[config.mk]
export PLATFORM = sky130hd
export DESIGN_NAME = run_ctrl
export DESIGN_NICKNAME = d
export VERILOG_FILES = /design/src/rtl/run_ctrl_pkg.sv /design/src/rtl/cycle_counter.sv /design/src/rtl/run_ctrl.sv
export SDC_FILE = /design/constraint.sdc
export NUM_CORES = 1
export LEC_CHECK = 0
export CORE_UTILIZATION = 35
export DETAILED_ROUTE_END_ITERATION = 12
export HOLD_SLACK_MARGIN = 0.15
export MAX_ROUTING_LAYER = met4
export SYNTH_ARGS = -nofsm -noshare
export SYNTH_HDL_FRONTEND = slang
export SYNTH_SLANG_ARGS = --single-unit
[constraint.sdc]
create_clock -name clk -period 2.1 [get_ports clk]
set_input_delay 0.63 -clock clk [delete_from_list [all_inputs] [get_ports clk]]
set_output_delay 0.63 -clock clk [all_outputs]
set_load 0.005 [all_outputs]
[src/rtl/run_ctrl_pkg.sv]
// rtl/run_ctrl_pkg.sv - shared types and default constants for the run controller
package run_ctrl_pkg;

    localparam int RUN_CW      = 16;
    localparam int RUN_RST_CYC = 2;
    localparam int RUN_TIMEOUT = 4000;

    typedef enum logic [2:0] {
        IDLE,
        HOLD,
        REQ,
        RUN,
        FIN
    } run_state_t;

endpackage

[src/rtl/cycle_counter.sv]
// rtl/cycle_counter.sv - CW-bit up counter with clear, enable and terminal-count compare
module cycle_counter
    import run_ctrl_pkg::*;
#(
    parameter int CW = RUN_CW
) (
    input  logic          clk,
    input  logic          reset,
    input  logic          clr,
    input  logic          en,
    input  logic [CW-1:0] limit,
    output logic [CW-1:0] count,
    output logic          tc
);

    // Clear has priority over enable so a new run always starts from zero
    always_ff @(posedge clk or negedge reset) begin
        if (!reset) begin
            count <= '0;
        end else if (clr) begin
            count <= '0;
        end else if (en) begin
            count <= count + 1'b1;
        end
    end

    assign tc = (count == limit);

endmodule

[src/rtl/run_ctrl.sv]
// rtl/run_ctrl.sv - core run controller: reset hold, request pulse, cycle count and timeout
module run_ctrl
    import run_ctrl_pkg::*;
#(
    parameter int CW      = RUN_CW,
    parameter int RST_CYC = RUN_RST_CYC,
    parameter int TIMEOUT = RUN_TIMEOUT
) (
    input  logic          clk,
    input  logic          reset,
    input  logic          start,
    input  logic          core_done,
    output logic          core_reset,
    output logic          core_req,
    output logic          busy,
    output logic          finished,
    output logic          timed_out,
    output logic [CW-1:0] cycles
);

    localparam logic [3:0]    HOLD_LAST = 4'(RST_CYC - 1);
    localparam logic [CW-1:0] CNT_LIMIT = CW'(TIMEOUT - 1);

    run_state_t state;
    run_state_t state_nxt;
    logic [3:0] hold_cnt;
    logic       accept;
    logic       run_live;
    logic       cnt_tc;

    assign accept   = (state == IDLE) && start;
    // A RUN cycle without done counts; the timeout cycle also counts, landing on TIMEOUT
    assign run_live = (state == RUN) && !core_done;

    cycle_counter #(
        .CW(CW)
    ) u_cycles (
        .clk  (clk),
        .reset(reset),
        .clr  (accept),
        .en   (run_live),
        .limit(CNT_LIMIT),
        .count(cycles),
        .tc   (cnt_tc)
    );

    // State register; async clear re-parks the core immediately
    always_ff @(posedge clk or negedge reset) begin
        if (!reset) begin
            state <= IDLE;
        end else begin
            state <= state_nxt;
        end
    end

    // Next state and state-decoded outputs
    always_comb begin
        state_nxt  = state;
        core_reset = 1'b1;
        core_req   = 1'b0;
        busy       = 1'b1;
        finished   = 1'b0;
        case (state)
            IDLE: begin
                busy = 1'b0;
                if (start) begin
                    state_nxt = HOLD;
                end
            end
            HOLD: begin
                if (hold_cnt == HOLD_LAST) begin
                    state_nxt = REQ;
                end
            end
            REQ: begin
                core_reset = 1'b0;
                core_req   = 1'b1;
                state_nxt  = RUN;
            end
            RUN: begin
                core_reset = 1'b0;
                if (core_done || cnt_tc) begin
                    state_nxt = FIN;
                end
            end
            FIN: begin
                finished  = 1'b1;
                state_nxt = IDLE;
            end
            default: begin
                state_nxt = IDLE;
            end
        endcase
    end

    // Hold counter paces how long the core stays in reset after start
    always_ff @(posedge clk or negedge reset) begin
        if (!reset) begin
            hold_cnt <= '0;
        end else if (accept) begin
            hold_cnt <= '0;
        end else if (state == HOLD) begin
            hold_cnt <= hold_cnt + 1'b1;
        end
    end

    // Sticky timeout flag; done in the same cycle as the limit wins
    always_ff @(posedge clk or negedge reset) begin
        if (!reset) begin
            timed_out <= 1'b0;
        end else if (accept) begin
            timed_out <= 1'b0;
        end else if (run_live && cnt_tc) begin
            timed_out <= 1'b1;
        end
    end

endmodule

==> metrics.md, run 1 <==
| Metric | Value |
|---|---|
| Outcome | `completed` |
| # nets final | `180` |
| Die Ht | `62.8 µm` |
| Std-Cell Rows | `21` |
| Mapped Area | `0.00129 mm²` |
| Setup repair after global routing missed its margin | `no` |
| Drt total wl | `3.08 mm` |
| CP startpoint | `state[2]` |
| First-pass GRT wire length | `5.38 mm` |
| Worst slew pin tran | `0.458 ns` |
| Min Tclk post-route | `2.02 ns` |
| Core area | `0.00344 mm²` |
| Clock transition at path regs | `0.09 ns` |
| Pleak | `0.764 nW` |
| Power density cells | `900 mW/mm²` |
| Ys async rst share | `100%` |
| Synthesized Nets | `144` |
| Clk Latency, worst-skew pair | `0.28 ns` |
| Most frequent cells in the layout | `dfrtp_1, clkdlybuf4s50_1, nor2_1, o21ai_0, nand2_1` |
| Delay-heaviest family, CP | `flip-flops` |
| CTS tree | `done` |
| Total Power | `1.59 mW` |
| Antenna Nets Post-Route | `0` |
| Initial antenna violation count | `0` |
| DIE AREA | `0.00395 mm²` |
| Drt drc | `0` |
| Grt total ovfl | `0` |
| Routed WL per cell | `14.1 µm` |
| Vias in the first global route | `1158` |
| Crit share post-route | `96.0%` |
| Initial Util | `37.6%` |
| Avg Inst Size Synth | `9.45 µm²` |
| DR vias/cell | `5.24` |
| Filler cell count | `340` |
| Cell Chain, Critical Path | `buf_4, or3_1, clkdlybuf4s15_1` |
| Synth Instances | `137` |
| Sink Count | `24` |
| Area of the multi-input gates | `684 µm²` |
| Via count | `1142` |
| Root buf cell | `clkbuf_8` |
| Hpwl dp | `2.11 mm` |
| Critical path class | `reg2out` |
| Area delta synth->final | `36.5%` |
| Fin cells | `218` |
| Placer Congestion | `0.793` |
| Total GRT Usage | `17.6%` |
| Register area | `602 µm²` |
| Largest fanout on the critical path | `4` |
| Register area share after synthesis | `46.4%` |
| Worst setup SP type | `register` |
| H-tree depth | `1` |
| Share of cells above drive strength 1 | `16.9%` |
| Worst hold start | `timed_out` |
| Setup Viol. Count Final | `0` |
| Critical Path RT | `1.47 ns` |
| Slew margin rel. | `69.1%` |
| Initial DRC count | `48` |
| I/O Pins | `25` |
| Worst Skew | `0.0131 ns` |
| Worst Path Buf+Inv | `2` |
| Slew Limit Fails | `0` |
| Peak supply drop | `588 µV` |
| Seq cells post-synth | `24` |
| ANT cells | `0` |
| Max incr delay on CP | `0.42 ns` |
| Post-synth EDFFs | `0` |
| CTS Buf Count | `3` |
| Most used DFF post-synth | `dfrtp_1` |
| Synth warnings | `0` |
| Hold_ws | `0.537 ns` |
| Maximum clock path buffer count | `2` |
| Crit. End Element | `primary output` |
| IO buf count | `24` |
| Inst Count DP | `211` |
| Final hold violation count | `0` |
| Hold Crit Class | `reg2reg` |
| # hold bufs at CTS | `0` |
| WP data arrival | `1.39 ns` |
| Commonest non-fill, non-tap cell in the layout | `dfrtp_1` |
| Number of library cell types mapped by synthesis | `35` |
| Largest net degree at the start of global routing | `25` |
| Max_cap viols | `0` |
| Router iterations before antenna repair | `4` |
| R2R Path Start | `u_cycles.count[1]` |
| Fmax | `496 MHz` |
| Slowest stage cell, crit path | `dfrtp_1` |
| Die width | `62.8 µm` |
==> per-layer routing <==
metal / wire length [µm] / GRT usage (%)
met1: 1350 / 20.8
met2: 1580 / 29.8
met3: 109 / 4.38
met4: 31 / 4.65
met5: 0 / -
==> final cells by class <==
type                            count  area share [%]
Inverter                            4           0.849
Clock buffer                        3            2.34
Clock inverter                      1            1.70
Multi-Input combinational cell    104            38.7
Sequential cell                    24            34.0
Tap cell                           46            3.26
Timing Repair Buffer               36            19.1
==> repair_timing <==
item / CTS / global route
pin swaps: 2 / 2
resized for setup: 2 / 7
setup endpoints to repair: 4 / 5
cloned: 0 / 0
buffers inserted: 2 / 1
==> cell usage after synthesis (all sizes together) (3+ instances only) <==
cell type	number	area share, %
nand3	7	3.1
a21oi	7	3.0
nand4	4	2.4
nor3	3	1.2
o21ai	14	5.4
ha	3	2.9
xor2	3	2.0
inv	4	1.2
nor4	5	2.4
nand2	13	3.8
nor2	14	4.1
clkbuf	3	0.87
dfrtp	24	46
or3	5	2.5
xnor2	5	3.4
==> state kept, by name (all words and copies together), names as in the netlist <==
name            count
u_cycles.count     16
state               3
timed_out           1
hold_cnt            4
==> through the flow <==
stage               setup TNS [ns]  worst slack [ns]  util (%)  instance area [µm²]
floorplan                        0             0.164         -                 1290
global placement             -1.72            -0.332      47.5                 1640
detailed placement           -1.94            -0.352      47.5                 1640
CTS                              0           0.00830      50.5                 1740
global route                     0            0.0372      51.4                 1770
finish                           0            0.0847      51.4                 1770
==> worst paths after layout <==
kind,to,slack [ns],cells after the start
worst min-delay path,timed_out,0.54,2
worst max-delay path,busy,0.08,3
worst max register to register,u_cycles.count[14],0.19,5
max in group asynchronous,state[1],1.12,2
worst min register to register,timed_out,0.54,2
min in group asynchronous,u_cycles.count[12],0.71,2
==> power by group <==
group	leakage, nW	internal, mW	total [mW]	switching, mW
Sequential	0.326	0.536	0.614	0.0778
Clock	0.0357	0.255	0.411	0.156
Combinational	0.403	0.292	0.567	0.275
==> logic make-up (layout without fill, tap and decap cells) <==
| kind of cell | Yosys count | count (layout) | share of synthesized area (%) |
|---|---|---|---|
| and+or+nand+nor | 66 | 66 | 29.6 |
| adders and majority gates | 3 | 3 | 2.90 |
| DFF | 24 | 24 | 46.4 |
| AOI/OAI and AO/OA | 25 | 25 | 11.0 |
| xor gates and xnor gates | 8 | 8 | 5.41 |
| muxes | 2 | 2 | 1.74 |
| buffers and inverters | 9 | 44 | 2.99 |
==> worst register-to-register path: cells and delay by family, from the launching register on <==
kind,cells,cell delay [ns]
flip-flops,1,0.42
adder cells (fa/ha/maj),1,0.25
AND/OR/NAND/NOR,3,1.06
AO/OA/AOI/OAI,1,0.13
Power figures use the tool's default switching activity.
==> inputs of run 2 (changes only) <==
--- a/config.mk
+++ b/config.mk
@@ -5,6 +5,7 @@
 export SDC_FILE = /design/constraint.sdc
 export NUM_CORES = 1
 export LEC_CHECK = 0
+export CORE_MARGIN = 2
 export CORE_UTILIZATION = 35
 export DETAILED_ROUTE_END_ITERATION = 12
 export HOLD_SLACK_MARGIN = 0.15
==> run 2 against run 1 <==
Effect of this change: clock power up 1%; utilization shrank 2.0 points; highest routed layer unchanged; worst hold slack gained 0.0086 ns; sequential power is essentially flat; first-iteration DRC count up 25%.
==> metrics.md, run 2 (same netlist as run 1, synthesis figures left out) <==
| Metric | Value |
|---|---|
| Outcome | `completed` |
| Hold Crit Class | `reg2reg` |
| Power density cells | `891 mW/mm² (-0.99%)` |
| Commonest non-fill, non-tap cell in the layout | `dfrtp_1` |
| Largest net degree at the start of global routing | `25 (unchanged)` |
| Root buf cell | `clkbuf_8` |
| Router iterations before antenna repair | `4 (unchanged)` |
| Pre-CTS WS | `-0.337 ns (+0.0154 ns)` |
| Vias in the first global route | `1112 (-4.0%)` |
| Utilization after layout | `49.4% (-2.0 points)` |
| Slew Limit Fails | `0 (unchanged)` |
| Area delta synth->final | `37.5%` |
| Clock transition at path regs | `0.09 ns (about the same)` |
| ANT cells | `0 (unchanged)` |
| CTS Buf Count | `3 (unchanged)` |
| First-pass GRT wire length | `5.11 mm (-5.0%)` |
| Filler cell count | `353 (+3.8%)` |
| Initial antenna violation count | `0 (unchanged)` |
| Critical path class | `reg2out` |
| WP data arrival | `1.40 ns (about the same)` |
| Worst setup margin | `0.0671 ns (-0.0177 ns)` |
| Peak supply drop | `598 µV (+1.7%)` |
| Core area | `0.00361 mm² (+4.8%)` |
| Crit. End Element | `primary output` |
| Pint | `1.09 mW (+0.25%)` |
| I/O Pins | `25 (unchanged)` |
| Total GRT Usage | `16.3% (-1.3 points)` |
| Most frequent cells in the layout | `dfrtp_1, clkdlybuf4s50_1, buf_4, nor2_1, o21ai_0` |
| Max_cap viols | `0 (unchanged)` |
| Worst slew pin tran | `0.400 ns (-0.0587 ns)` |
| Setup repair after global routing missed its margin | `no` |
| H-tree depth | `1 (unchanged)` |
| Drt total wl | `3.00 mm (-2.6%)` |
| Placer Congestion | `0.892 (+12%)` |
| Share of cells above drive strength 1 | `17.1% (+0.28 points)` |
| Max reg flops | `16 (unchanged)` |
| Min Tclk post-route | `2.03 ns (+0.0177 ns)` |
| Leading registers by flop count | `u_cycles.count: 16 flops, hold_cnt: 4 flops, state: 3 flops` |
| Final hold violation count | `0 (unchanged)` |
| Grt total ovfl | `0 (unchanged)` |
| Largest fanout on the critical path | `4 (unchanged)` |
| Fmax | `492 MHz (-0.87%)` |
| Switching power total | `0.502 mW (-1.4%)` |
| Sink Count | `24 (unchanged)` |
| Sequential group share of total power | `38.8% (+0.2 points)` |
| Die width | `64.8 µm (+3.2%)` |
| Worst setup SP type | `register` |
| Slew margin rel. | `73.1% (+4.0 points)` |
| CTS tree | `done` |
| Drt drc | `0 (unchanged)` |
| IO buf count | `24 (unchanged)` |
| DR vias/cell | `5.22 (-0.36%)` |
| Crit share post-route | `96.8% (+0.84 points)` |
| Via count | `1164 (+1.9%)` |
| Largest register by flop count | `u_cycles.count` |
| DIE AREA | `0.00420 mm² (+6.5%)` |
| Initial Util | `35.9% (-1.7 points)` |
| Comb pwr share | `34.9% (-0.7 points)` |
| Setup Viol. Count Final | `0 (unchanged)` |
| Antenna Nets Post-Route | `0 (unchanged)` |
| Maximum clock path buffer count | `2 (unchanged)` |
| Critical Path RT | `1.47 ns (about the same)` |
| Std-Cell Rows | `22 (+4.8%)` |
| Pleak | `0.754 nW (-1.4%)` |
| Hpwl dp | `2.04 mm (-2.9%)` |
| Initial DRC count | `60 (+25%)` |
| Routed WL per cell | `13.4 µm (-4.8%)` |
| Clk pwr share | `26.2% (+0.4 points)` |
| Clk Latency, worst-skew pair | `0.27 ns (about the same)` |
| Sw Ratio | `31.6% (-0.37 points)` |
| # nets final | `183 (+1.7%)` |
| Worst Skew | `0.00249 ns (-0.0106 ns)` |
| Die Ht | `64.8 µm (+3.2%)` |
==> run 2: layout make-up <==
type / count / area [µm²] / area share (%)
clock inverters: 1 / 30.0 / 1.69
clock buffers: 3 / 41.3 / 2.32
well taps: 48 / 60.1 / 3.37
flip-flops and latches: 24 / 601 / 33.7
repair buffers: 39 / 357 / 20.0
multi-input cells: 104 / 677 / 38.0
inverters: 4 / 15.0 / 0.843
==> run 2: metal layers <==
layer | part of all wire, % | up-vias | wire [µm] | GRT usage [%]
li1 | - | 571 | - | -
met1 | 47 | 569 | 1400 | 20.2
met2 | 49 | 20 | 1470 | 27.1
met3 | 2.9 | 4 | 87 | 1.56
met4 | 1.5 | 0 | 46 | 7.18
met5 | 0 | - | 0 | -
==> run 2: metrics by stage <==
stage / cells / power [mW] / hold slack (ns) / TNS, ns / instance area [µm²]
CTS: 222 / 1.59 / 0.556 / 0 / 1760
finish: 223 / 1.59 / 0.546 / 0 / 1780
floorplan: 137 / 0.906 / 0.334 / 0 / 1290
detailed placement: 213 / 1.11 / 0.527 / -2.03 / 1640
global placement: 213 / 1.10 / 0.525 / -1.73 / 1640
global route: 223 / 1.71 / 0.587 / 0 / 1780
==> run 2: repair_timing <==
action | 4_1_cts | 5_1_grt
pin swaps | 2 | 2
endpoints found under the setup margin | 7 | 6
hold buffers | 0 | 0
resized for setup | 2 | 3
setup buffers | 5 | 1
==> run 2: worst max-delay path, cell delays in order, from the launching register on <==
cell,delay (ns)
dfrtp_1,0.42
nor3b_2,0.19
clkdlybuf4s50_1,0.52
==> run 2: path summary, 6_finish.rpt <==
kind / from / to / slack (ns) / cells past startpoint
worst max-delay path: state[1] / finished / 0.07 / 2
worst min-delay path: hold_cnt[1] / hold_cnt[1] / 0.55 / 2
worst max register to register: state[2] / u_cycles.count[14] / 0.13 / 6
worst min register to register: hold_cnt[1] / hold_cnt[1] / 0.55 / 2
max in group asynchronous: reset / timed_out / 1.14 / 2
min in group asynchronous: reset / u_cycles.count[12] / 0.72 / 2
==> run 2: power groups by stage <==
stage          Combinational (mW)  Clock, mW  Sequential [mW]
4_1_cts                     0.555      0.420            0.615
6_report                    0.555      0.416            0.616
2_1_floorplan               0.301          0            0.604
3_5_place_dp                0.479          0            0.633
3_3_place_gp                0.473          0            0.629
5_1_grt                     0.620      0.455            0.634
==> inputs of run 3 (changes only) <==
--- a/config.mk
+++ b/config.mk
@@ -8,6 +8,7 @@
 export CORE_MARGIN = 2
 export CORE_UTILIZATION = 35
 export DETAILED_ROUTE_END_ITERATION = 12
+export GPL_ROUTABILITY_DRIVEN = 0
 export HOLD_SLACK_MARGIN = 0.15
 export MAX_ROUTING_LAYER = met4
 export SYNTH_ARGS = -nofsm -noshare
==> results of run 3 <==
No change in the layout: final DEF, timing and power equal those of run 2.
